[config.mk]
export PLATFORM = sky130hd
export DESIGN_NAME = commit_queue
export DESIGN_NICKNAME = d
export VERILOG_FILES = /design/src/rtl/commit_queue_pkg.sv /design/src/rtl/commit_hazard_cam.sv /design/src/rtl/commit_queue.sv
export SDC_FILE = /design/constraint.sdc
export NUM_CORES = 1
export LEC_CHECK = 0
export BUFFER_PORTS_ARGS = -buffer_cell sky130_fd_sc_hd__buf_4
export CORE_ASPECT_RATIO = 1.4
export CORE_UTILIZATION = 57
export DETAILED_ROUTE_END_ITERATION = 16
export GPL_ROUTABILITY_DRIVEN = 0
export GPL_TIMING_DRIVEN = 0
export PLACE_DENSITY_LB_ADDON = 0.15
export SLEW_MARGIN = 20
export SYNTH_ARGS = -nofsm -noshare
export SYNTH_HDL_FRONTEND = slang
export SYNTH_SLANG_ARGS = --single-unit
[constraint.sdc]
create_clock -name clock -period 4.4 [get_ports clock]
set_input_delay 0.44 -clock clock [delete_from_list [all_inputs] [get_ports clock]]
set_output_delay 0.44 -clock clock [all_outputs]
set_load 0.05 [all_outputs]
[src/rtl/commit_queue_pkg.sv]
// Shared definitions for the commit queue: write-data select codes and the
// packed commit-entry layout for the default configuration.
`ifndef SEL_ALU_DATA
`define SEL_ALU_DATA 1'b1
`endif
`ifndef SEL_MEM_DATA
`define SEL_MEM_DATA 1'b0
`endif

package commit_queue_pkg;

    localparam int unsigned CQ_XLEN   = 32;
    localparam int unsigned CQ_REG_AW = 5;
    localparam int unsigned CQ_CSR_AW = 32;

    typedef struct packed {
        logic                 wena;
        logic [CQ_REG_AW-1:0] waddr;
        logic [CQ_XLEN-1:0]   wdata;
        logic                 csr_wena;
        logic [CQ_CSR_AW-1:0] csr_waddr;
        logic [CQ_XLEN-1:0]   csr_wdata;
    } commit_entry_t;

    localparam int unsigned CQ_ENTRY_W = $bits(commit_entry_t);

    function automatic int unsigned cq_entry_width(input int unsigned xlen,
                                                   input int unsigned reg_aw,
                                                   input int unsigned csr_aw);
        return 2 + reg_aw + csr_aw + 2 * xlen;
    endfunction

endpackage

[src/rtl/commit_hazard_cam.sv]
// DEPTH-way destination compare: flags a pending GPR write to one query address.
module commit_hazard_cam #(
    parameter int unsigned DEPTH  = 4,
    parameter int unsigned REG_AW = 5
) (
    input  logic [DEPTH-1:0]  valid_i,
    input  logic [DEPTH-1:0]  wena_i,
    input  logic [REG_AW-1:0] waddr_i [DEPTH],
    input  logic [REG_AW-1:0] raddr_i,
    output logic              busy_o
);

    always_comb begin
        busy_o = 1'b0;
        for (int i = 0; i < int'(DEPTH); i++) begin
            busy_o = busy_o | (valid_i[i] & wena_i[i] & (waddr_i[i] == raddr_i));
        end
        // x0 never carries a real dependency
        if (raddr_i == '0) begin
            busy_o = 1'b0;
        end
    end

endmodule

[src/rtl/commit_queue.sv]
// In-order commit FIFO between the result stage and the GPR/CSR write ports,
// with flush, occupancy and pending-write hazard lookup.
module commit_queue
    import commit_queue_pkg::*;
#(
    parameter int unsigned DEPTH  = 4,
    parameter int unsigned XLEN   = CQ_XLEN,
    parameter int unsigned REG_AW = CQ_REG_AW,
    parameter int unsigned CSR_AW = CQ_CSR_AW
) (
    input  logic                     clock,
    input  logic                     reset,
    input  logic                     flush_i,
    input  logic                     in_valid_i,
    output logic                     in_ready_o,
    input  logic                     wsel_i,
    input  logic                     wena_i,
    input  logic [REG_AW-1:0]        waddr_i,
    input  logic [XLEN-1:0]          alu_result_i,
    input  logic [XLEN-1:0]          mem_result_i,
    input  logic                     csr_wena_i,
    input  logic [CSR_AW-1:0]        csr_waddr_i,
    input  logic [XLEN-1:0]          csr_wdata_i,
    output logic                     out_valid_o,
    input  logic                     out_ready_i,
    output logic                     wena_o,
    output logic [REG_AW-1:0]        waddr_o,
    output logic [XLEN-1:0]          wdata_o,
    output logic                     csr_wena_o,
    output logic [CSR_AW-1:0]        csr_waddr_o,
    output logic [XLEN-1:0]          csr_wdata_o,
    output logic [$clog2(DEPTH):0]   count_o,
    input  logic [REG_AW-1:0]        raddr1_i,
    input  logic [REG_AW-1:0]        raddr2_i,
    output logic                     busy1_o,
    output logic                     busy2_o
);

    localparam int unsigned PtrW = $clog2(DEPTH);
    localparam int unsigned CntW = PtrW + 1;

    typedef struct packed {
        logic              wena;
        logic [REG_AW-1:0] waddr;
        logic [XLEN-1:0]   wdata;
        logic              csr_wena;
        logic [CSR_AW-1:0] csr_waddr;
        logic [XLEN-1:0]   csr_wdata;
    } entry_t;

    entry_t            mem_q [DEPTH];
    logic [PtrW-1:0]   rd_ptr_q, wr_ptr_q;
    logic [CntW-1:0]   count_q;

    logic              push, pop;
    entry_t            new_entry, head;
    logic [DEPTH-1:0]  ent_valid, ent_wena;
    logic [REG_AW-1:0] ent_waddr [DEPTH];

    always_comb begin
        in_ready_o  = (count_q != CntW'(DEPTH));
        out_valid_o = (count_q != '0);
        push        = in_valid_i & in_ready_o;
        pop         = out_valid_o & out_ready_i;
        count_o     = count_q;

        new_entry.wena      = wena_i & (waddr_i != '0);
        new_entry.waddr     = waddr_i;
        new_entry.wdata     = (wsel_i == `SEL_ALU_DATA) ? alu_result_i : mem_result_i;
        new_entry.csr_wena  = csr_wena_i;
        new_entry.csr_waddr = csr_waddr_i;
        new_entry.csr_wdata = csr_wdata_i;

        head = out_valid_o ? mem_q[rd_ptr_q] : '0;
        waddr_o     = head.waddr;
        wdata_o     = head.wdata;
        csr_waddr_o = head.csr_waddr;
        csr_wdata_o = head.csr_wdata;
        // Strobes stay low while reset is held so no write escapes the reset cycle
        wena_o      = pop & head.wena & reset;
        csr_wena_o  = pop & head.csr_wena & reset;
    end

    // An entry is live if its distance from the read pointer is below the count
    always_comb begin
        logic [PtrW-1:0] offs;
        offs = '0;
        for (int i = 0; i < int'(DEPTH); i++) begin
            offs         = PtrW'(i) - rd_ptr_q;
            ent_valid[i] = ({1'b0, offs} < count_q);
            ent_wena[i]  = mem_q[i].wena;
            ent_waddr[i] = mem_q[i].waddr;
        end
    end

    always_ff @(posedge clock) begin
        if (!reset) begin
            rd_ptr_q <= '0;
            wr_ptr_q <= '0;
            count_q  <= '0;
        end else if (flush_i) begin
            rd_ptr_q <= '0;
            wr_ptr_q <= '0;
            count_q  <= '0;
        end else begin
            if (push) begin
                wr_ptr_q <= wr_ptr_q + 1'b1;
            end
            if (pop) begin
                rd_ptr_q <= rd_ptr_q + 1'b1;
            end
            if (push && !pop) begin
                count_q <= count_q + 1'b1;
            end else if (pop && !push) begin
                count_q <= count_q - 1'b1;
            end
        end
    end

    always_ff @(posedge clock) begin
        if (reset && !flush_i && push) begin
            mem_q[wr_ptr_q] <= new_entry;
        end
    end

    commit_hazard_cam #(
        .DEPTH  (DEPTH),
        .REG_AW (REG_AW)
    ) u_cam1 (
        .valid_i (ent_valid),
        .wena_i  (ent_wena),
        .waddr_i (ent_waddr),
        .raddr_i (raddr1_i),
        .busy_o  (busy1_o)
    );

    commit_hazard_cam #(
        .DEPTH  (DEPTH),
        .REG_AW (REG_AW)
    ) u_cam2 (
        .valid_i (ent_valid),
        .wena_i  (ent_wena),
        .waddr_i (ent_waddr),
        .raddr_i (raddr2_i),
        .busy_o  (busy2_o)
    );

endmodule

==> results of run 1 <==
[kinds of logic after synthesis]
family | after synthesis | synth area share [%]
mux | 136 | 15.7
flops | 421 | 73.3
buf+inv | 59 | 2.21
simple gates | 149 | 5.10
compound gates | 16 | 0.613
xor+xnor | 46 | 2.35
fa+ha+maj | 10 | 0.774
[sequential cells by signal, summed over array words and instances (netlist names), named ones only]
name	count
rd_ptr_q	2
wr_ptr_q	2
count_o	3
mem_q	412
[cells in the mapped netlist (10+ instances only)]
| library cell | instances | area share [%] |
|---|---|---|
| xnor2_1 | 26 | 1.3 |
| clkbuf_1 | 21 | 0.46 |
| nor2_1 | 11 | 0.24 |
| edfxtp_1 | 412 | 72 |
| mux2_2 | 32 | 2.1 |
| and2_1 | 105 | 3.8 |
| nand3_1 | 10 | 0.29 |
| buf_2 | 15 | 0.44 |
| mux4_2 | 103 | 14 |
| xor2_1 | 20 | 1.0 |
[cell usage in the layout (no fill, tap or decap), types with 4 or more instances in the layout]
cell | Yosys | layout
clkinv_1 | 0 | 6
buf_1 | 4 | 4
buf_4 | 0 | 249
mux4_2 | 103 | 103
nor2_1 | 11 | 11
mux2_2 | 32 | 32
inv_1 | 9 | 9
a21oi_1 | 7 | 7
xor2_1 | 20 | 20
dfxtp_1 | 9 | 9
nand2_1 | 6 | 6
and2_1 | 105 | 101
buf_16 | 0 | 4
clkbuf_1 | 21 | 28
clkbuf_16 | 0 | 40
xnor2_1 | 26 | 26
nand3_1 | 10 | 10
edfxtp_1 | 412 | 412
clkinv_2 | 0 | 7
buf_12 | 8 | 12
nor3_1 | 6 | 6
buf_2 | 15 | 15
and2_4 | 0 | 4
ha_1 | 9 | 9
[layer usage]
layer,global-route usage (%),vias up,part of all wire [%]
met5,0,-,0
met1,29.2,4463,38
li1,-,3926,-
met4,8.78,0,3.4
met2,40.4,301,53
met3,4.25,72,6.3
[critical path, stage by stage, from the launching register on]
cell	delay [ns]
dfxtp_1	0.41
xnor2_1	0.17
inv_1	0.07
ha_1	0.26
nor2b_1	0.13
a221o_1	0.36
nor4_1	0.29
a41oi_1	0.08
a21oi_1	0.16
buf_4	0.22
[metrics by stage]
step	total power [mW]	worst slack (ns)	cell area, sq um
floorplan	5.50	1.02	17100
global placement	6.00	0.485	19500
CTS	9.29	1.26	20900
global route	9.50	1.09	20900
detailed placement	6.02	1.83	19700
finish	9.21	1.30	20900
[where the power goes]
group | internal (mW) | switching (mW)
sequential | 4.47 | 0.0197
clock | 1.90 | 1.39
combinational | 0.505 | 0.929
total | 6.87 | 2.34
[worst min path at each step]
stage / to / slack (ns)
finish: mem_q[0][46]$_DFFE_PP_ / 0.1
CTS: mem_q[2][4]$_DFFE_PP_ / 0.07
floorplan: wr_ptr_q[1]$_SDFFE_PP0P_ / 0.47
global route: mem_q[0][46]$_DFFE_PP_ / 0.08
global placement: wr_ptr_q[1]$_SDFFE_PP0P_ / 0.49
detailed placement: wr_ptr_q[1]$_SDFFE_PP0P_ / 0.52
[layout make-up]
type / count / area, sq um
flip-flops and latches: 421 / 12600
fillers: 1883 / 8410
multi-input cells: 357 / 4210
repair buffers: 257 / 2060
clock buffers: 50 / 1070
well taps: 380 / 475
plain buffers: 49 / 340
clock inverters: 20 / 189
inverters: 10 / 37.5
diodes: 1 / 2.50
==> results.ini, run 1 <==
[global_route]
grt_overflow_total=0
grt_max_degree=46
grtUsageTotal_pct=23.4
antenna_found_initial=1
grt_pass1_wl_um=53100
grt_pass1_vias=9456

[synth]
yosysWarningCount=0
synth_cell_type_count=33
synthFlopType=edfxtp_1
ys_seq_area_share_pct=73.3
syn_area_sq_mm=0.0171
synthCells=837
synth_nets=998
ys_async_sr_fraction_pct=0
synth_edf_count=412
avgSynthCellArea_sq_um=20.5
ys_seq_elements=421

[final_layout]
syn_to_final_growth_pct=22.2
finalNonFillerCells=1545
drive_gt1_share_pct=41.1
fin_nets=1296
fin_util_pct=71.3

[timing]
drv_slew=0
holdWs_ns=0.0966
fin_crit_sh_pct=70.6
skew_ns=0.0167
max_freq_ghz=0.322
setup_viol=0
timing.slew.headroom_pct=55.0
worst-slew-pin-transition_ns=0.675
rsz0062_at_grt=false
hold_violations=0
finalSetupTns_ns=0
finalCriticalPeriod_ns=3.10

[clock_network]
numCtsBuffers=39
cts_tree=done
post_cts_buffers=0
path_clk_slew_ns=0.06
cts-resized-gates=0
htree_levels=2
root_buffer=clkbuf_16
clock_path_buffers=3
cts-hold-fix-buffers=0
clk_latency_ns=0.54
cts.sinks=421

[routing]
drcViolationCount=0
wire_per_inst_um=22.3
viasPerCell=5.67
ant_nets=0
vias=8762
drt_first_iter_violations=585
totalWireLength_um=34500
dr.pass1.iters=4

[worst_setup_path]
rr_startpoint=count_o[0]$_SDFFE_PP0P_
arrival_ns=2.66
cp_max_fo=5
crit_required_ns=3.96
endpoint=busy2_o
worstSetupStartpointType=flip-flop
ff2ff_path_depth=6
crit_start=rd_ptr_q[0]$_SDFFE_PP0P_
end_kind=primary output
crit_type=flip-flop to primary output
regToRegSetupSlack_ns=2.01
regToRegEndpoint=mem_q[0][9]$_DFFE_PP_

[die]
fp.dieArea_sq_mm=0.0308
rows=74
pin_count=261
die_x_um=149
start_util_pct=58.4
core_sq_mm=0.0294
die_h_um=207

[min_path]
min-delay-path-class=primary input to flip-flop
min-delay-start=csr_waddr_i[14]
holdPathStages=1

[placement]
io_buffers=249
dp_cells=1474
dp_hpwl_um=23100

[outcome]
outcome=finished clean

[power]
p_leak_nw=7.20
powerDensity_mw_per_mm2=440
peakVddDrop_mv=0.349

[run]
cap_violations=0

Power figures use the tool's default switching activity.
==> run 2: changes to the inputs <==
- CORE_UTILIZATION: 57 -> 51
- clock period: 4.4 -> 2.6 ns (I/O delays scaled with it)
==> run 2 against run 1 <==
Effect of this change:
- first-iteration DRC count is 16% lower
- wire length is 5.2% higher
- cell area grew 4.2%
- largest cell class unchanged
- via count is 2.9% higher
- the run now ends with negative setup slack left
- critical path type unchanged
==> results.ini, run 2 (synthesized netlist as in run 1, its figures left out) <==
[final_layout]
seqCellArea_sq_mm=0.0126
layout_common_cells=edfxtp_1 (412), buf_4 (254), mux4_2 (103)
final_common_cell=edfxtp_1
fin_util_pct=65.9
syn_to_final_growth_pct=27.3
drive_gt1_share_pct=40.4
design_area_sq_mm=0.0218
num_antenna_cells=0
fillers=2314
fin_nets=1373
largest_register_ffs=412
top_register=mem_q
multi_input_area_sq_mm=0.00425

[die]
rows=79
pin_count=261
die_x_um=157
fp.dieArea_sq_mm=0.0343
die_h_um=219
start_util_pct=51.7
core_sq_mm=0.0331

[worst_setup_path]
cp_num_buf_inv=2
ff2ff_path_depth=6
crit_start=rd_ptr_q[1]$_SDFFE_PP0P_
critPathMaxStageDelay_ns=0.35
regToRegEndpoint=mem_q[3][52]$_DFFE_PP_
regToRegSetupSlack_ns=0.14
endpoint=busy2_o
critPathTopFamily=compound AO/OA/AOI/OAI gates
rr_startpoint=count_o[0]$_SDFFE_PP0P_
crit_type=flip-flop to primary output
cp_num_cells=9
end_kind=primary output
slowest_stage=a221o_1
cp_max_fo=2
crit_path_cell_trace=xnor2_2 -> inv_1 -> ha_1 -> nor2b_1 -> a221o_1 -> nor4_2 -> a41oi_1 -> a21oi_2 -> buf_6
worstSetupStartpointType=flip-flop
arrival_ns=2.56
crit_required_ns=2.34

[power]
powerDensity_mw_per_mm2=719
p_leak_nw=7.54
peakVddDrop_mv=0.604
p_total_mw=15.7

[timing]
drv_slew=0
skew_ns=0.0137
rsz0062_at_grt=true
setup_viol=2
fin_crit_sh_pct=109
hold_violations=0
finalWorstSetupSlack_ns=-0.222
worst-slew-pin-transition_ns=0.740
holdWs_ns=0.0331
finalCriticalPeriod_ns=2.82
max_freq_ghz=0.354
timing.slew.headroom_pct=50.7

[global_route]
grt_overflow_total=0
grt_pass1_vias=9455
antenna_found_initial=0
grt_pass1_wl_um=54300
grtUsageTotal_pct=21.5
grt_max_degree=43

[clock_network]
path_clk_slew_ns=0.06
cts_tree=done
numCtsBuffers=41
clock_path_buffers=3
htree_levels=2
clk_latency_ns=0.53
cts.sinks=421
root_buffer=clkbuf_16

[placement]
placed_area_sq_mm=0.0198
dp_slack_ns=0.0291
dp_hpwl_um=22700
io_buffers=249

[routing]
wire_per_inst_um=21.5
ant_nets=0
totalWireLength_um=36300
viasPerCell=5.35
drt_first_iter_violations=489
vias=9012
dr.pass1.iters=5
drcViolationCount=0

[outcome]
outcome=finished, violations left
violations=negative setup slack

[min_path]
min-delay-path-class=primary input to flip-flop

[run]
cap_violations=0

run 2: cell types whose count changed in the layout (fill, tap and decap cells not counted), moves of 3 or more:
cell           before  now
clkbuf_2            0    5
dfxtp_2             0    4
clkbuf_4            0    4
buf_2              15   10
buf_4             249  254
bufinv_16           3    0
dfxtp_1             9    4
clkbuf_16          40   43
dlygate4sd3_1       0   70
run 2: cell type report:
class / instances / area share (%)
repair buffers: 331 / 12.8
inverters: 10 / 0.172
well taps: 445 / 2.55
clock buffers: 59 / 5.39
flip-flops and latches: 421 / 57.6
clock inverters: 13 / 0.310
multi-input cells: 358 / 19.5
plain buffers: 49 / 1.68
run 2: worst register-to-register path, cell delays in order (launching register included):
cell	delay [ns]
dfxtp_2	0.41
nor2_1	0.10
nand2_2	0.10
nand2_1	0.13
nor2_1	0.32
and2_4	0.67
buf_16	0.35
run 2: how the worst min path moves through the flow:
stage                     from                       end  slack, ns  cells after the start
3_5_place_dp   csr_wdata_i[30]    mem_q[1][30]$_DFFE_PP_       0.46                      1
3_3_place_gp   csr_waddr_i[25]    mem_q[3][57]$_DFFE_PP_       0.46                      1
4_1_cts             in_valid_i  wr_ptr_q[1]$_SDFFE_PP0P_      0.004                      3
2_1_floorplan   csr_wdata_i[0]     mem_q[0][0]$_DFFE_PP_       0.36                      0
5_1_grt             in_valid_i  wr_ptr_q[1]$_SDFFE_PP0P_       0.02                      3
6_report            in_valid_i  wr_ptr_q[1]$_SDFFE_PP0P_       0.03                      3
run 2: routing by layer:
| layer | track usage, % | vias to the layer above | part of all wire, % |
|---|---|---|---|
| li1 | - | 4067 | - |
| met1 | 26.5 | 4621 | 39 |
| met2 | 38.2 | 275 | 53 |
| met3 | 4.19 | 49 | 5.2 |
| met4 | 6.34 | 0 | 2.1 |
| met5 | 0 | - | 0 |
run 2: timing repair:
| action | CTS | global route |
|---|---|---|
| setup endpoints to repair | 83 | 91 |
| hold buffers | 70 | 0 |
| hold endpoints to repair | 280 | 0 |
| cloned | 0 | 1 |
| setup buffers | 3 | 1 |
| resized for setup | 18 | 6 |
| pin swaps | 3 | 4 |
run 2: power by group:
group / switching (mW) / internal, mW / total [mW]
clock: 2.40 / 3.14 / 5.54
combinational: 1.61 / 0.942 / 2.55
sequential: 0.0320 / 7.56 / 7.59
total: 4.04 / 11.6 / 15.7
run 2: stage by stage:
step	setup TNS (ns)	std cells
global placement	-85.55	1531
detailed placement	0	1539
floorplan	0	837
global route	-0.684	1686
CTS	-0.354	1684
finish	-0.385	1686
==> run 3: changes to the inputs <==
- ABC_AREA: not set -> 1
- BUFFER_PORTS_ARGS: -buffer_cell sky130_fd_sc_hd__buf_4 -> not set
- CORE_UTILIZATION: 51 -> 57
- DONT_BUFFER_PORTS: not set -> 1
==> run 3 against run 2 <==
Effect of this change:
- the run now ends clean
- wire length up 26%
- sequential power about the same
- non-clock buffer count down 172
- clock power down 2%
- sequential share of layout area down 0.93 points
- register-to-register slack about the same
- sequential cell count unchanged
- final cell count up 23%
- total power up 0.63%
- synthesized cell count up 78%
- critical path type unchanged
- largest power group unchanged
==> results.ini, run 3 <==
[placement]
dp_hpwl_um=28500
dp_cells=1897
dp_slack_ns=-0.0477
io_buffers=0

[final_layout]
top_register=mem_q
drive_gt1_share_pct=18.4
final_common_cell=edfxtp_1
finalNonFillerCells=2072
syn_to_final_growth_pct=26.1
layout_common_cells=edfxtp_1 (412), nor2_1 (411), o21ai_0 (146)
fin_nets=1817
largest_register_ffs=412

[worst_setup_path]
arrival_ns=2.31
rr_startpoint=count_o[1]$_SDFFE_PP0P_
regToRegSetupSlack_ns=0.13
crit_required_ns=2.34
critPathMaxStageDelay_ns=0.50
end_kind=primary output
regToRegEndpoint=mem_q[2][53]$_DFFE_PP_
crit_type=flip-flop to primary output
worstSetupStartpointType=flip-flop
cp_max_fo=5
crit_path_cell_trace=inv_6 -> ha_1 -> nand3_1 -> nand2_1 -> nor2_1 -> nand3_1 -> nand2_1 -> nor2_2 -> nor2_4
ff2ff_path_depth=10
slowest_stage=dfxtp_4
crit_start=count_o[1]$_SDFFE_PP0P_

[timing]
finalCriticalPeriod_ns=2.57
hold_violations=0
timing.slew.headroom_pct=47.8
max_freq_ghz=0.389
rsz0062_at_grt=true
finalSetupTns_ns=0
holdWs_ns=0.0241
worst-slew-pin-transition_ns=0.781
skew_ns=0.0165
drv_slew=0
finalWorstSetupSlack_ns=0.0306
setup_viol=0
fin_crit_sh_pct=98.8

[synth]
synth_area_leader_cell=edfxtp_1
synth_top_area_share_pct=70.3
synthCells=1491
synth_nets=1652
synth_edf_count=412
syn_area_sq_mm=0.0176
synthMostInstantiatedCell=nor2_1
synthTopCellsByCount=nor2_1 (422), edfxtp_1 (412), o21ai_0 (151)
ys_async_sr_fraction_pct=0
avgSynthCellArea_sq_um=11.8
yosysWarningCount=0
ys_seq_elements=421
synthFlopType=edfxtp_1
synth.area.top_cells=edfxtp_1 (70%), nor2_1 (9.0%), o21ai_0 (4.3%)
ys_seq_area_share_pct=71.3
synth_cell_type_count=32

[clock_network]
clk_latency_ns=0.52
numCtsBuffers=40
cts.sinks=421
path_clk_slew_ns=0.06
cts_tree=done
htree_levels=2
clock_path_buffers=3
root_buffer=clkbuf_16

[die]
core_sq_mm=0.0301
fp.dieArea_sq_mm=0.0316
rows=75
die_x_um=150
die_h_um=210
start_util_pct=58.4
pin_count=261

[global_route]
grt_max_degree=24
antenna_found_initial=3
grtUsageTotal_pct=28.7
grt_pass1_vias=12100
grt_overflow_total=0
grt_pass1_wl_um=66400

[routing]
vias=12000
totalWireLength_um=45500
wire_per_inst_um=22.0
ant_nets=0
viasPerCell=5.81
drt_first_iter_violations=993
dr.pass1.iters=5
drcViolationCount=0

[power]
p_leak_nw=7.50
powerDensity_mw_per_mm2=711
pwr-share-comb_pct=17.3
p_total_mw=15.8
p_seq_share_pct=48.3
p_sw_share_pct=28.3
p_sw_mw=4.46
peakVddDrop_mv=0.680
clkPwrFrac_pct=34.5
intPower_mw=11.3

[outcome]
outcome=finished clean

[run]
cap_violations=0

[min_path]
min-delay-path-class=primary input to flip-flop
holdPathStages=1
min-delay-start=alu_result_i[16]
hold_end=mem_q[1][81]$_DFFE_PP_

==> run 3: worst max path at each step <==
stage	end	slack (ns)	cells past startpoint
floorplan	mem_q[0][0]$_DFFE_PP_	-0.31	6
global placement	mem_q[3][54]$_DFFE_PP_	-1.66	4
detailed placement	wdata_o[24]	-0.05	5
CTS	wdata_o[27]	0.01	7
global route	busy2_o	-0.05	10
finish	busy2_o	0.03	9
==> run 3: final cells by class <==
cell class / count / area, sq um
Buffer: 85 / 536
Clock buffer: 53 / 1070
Multi-Input combinational cell: 928 / 5660
Antenna cell: 3 / 7.51
Sequential cell: 421 / 12600
Clock inverter: 17 / 140
Timing Repair Buffer: 123 / 1510
Fill cell: 1887 / 7930
Inverter: 57 / 221
Tap cell: 385 / 482
==> run 3: power groups by stage <==
stage               clock network, mW  registers (mW)  logic [mW]
global route                     5.76            7.62        2.86
floorplan                           0            7.76        1.60
CTS                              5.49            7.62        2.68
detailed placement                  0            7.76        2.03
finish                           5.44            7.62        2.73
global placement                    0            7.77        1.97
==> run 3: routing by layer <==
metal  vias up  routed length (um)  track usage [%]  share of wire, %
met5         -                   0                0                 0
met4         0                1470             12.1               3.2
met3        91                3620             6.41               7.9
met2       534               24000             50.8                53
met1      5844               16500             33.0                36
li1       5561                   -                -                 -
==> run 3: stage by stage <==
| step | area (sq um) | utilization (%) |
|---|---|---|
| after floorplan | 17700 | - |
| after global placement | 18200 | 60.3 |
| after detailed placement | 18700 | 62.0 |
| after CTS | 22100 | 73.3 |
| after global routing | 22200 | 73.7 |
| final | 22200 | 73.7 |
==> run 3: repair_timing <==
item                       4_1_cts  5_1_grt
hold buffers                   100        0
hold endpoints to repair       339        0
setup endpoints to repair      105       49
pin swaps                        4       19
buffers inserted                 0        2
resized for setup              236       26
==> run 3: kinds of logic (layout without fill, tap and decap cells) <==
| group | count (synthesis) | count (layout) | synth area share, % |
|---|---|---|---|
| AO/OA/AOI/OAI | 352 | 352 | 10.1 |
| XOR/XNOR | 10 | 10 | 0.498 |
| adder cells (fa/ha/maj) | 10 | 10 | 0.754 |
| buffers and inverters | 142 | 335 | 3.88 |
| flip-flops | 421 | 421 | 71.3 |
| multiplexers | 32 | 32 | 2.05 |
| other | 0 | 3 | 0 |
| AND/OR/NAND/NOR | 524 | 524 | 11.4 |
==> run 3: worst max-delay path: cells and delay by family, from the launching register on <==
family | cells | cell delay [ns]
and+or+nand+nor | 7 | 0.87
DFF | 1 | 0.50
adders and majority gates | 1 | 0.33
buffers and inverters | 1 | 0.08
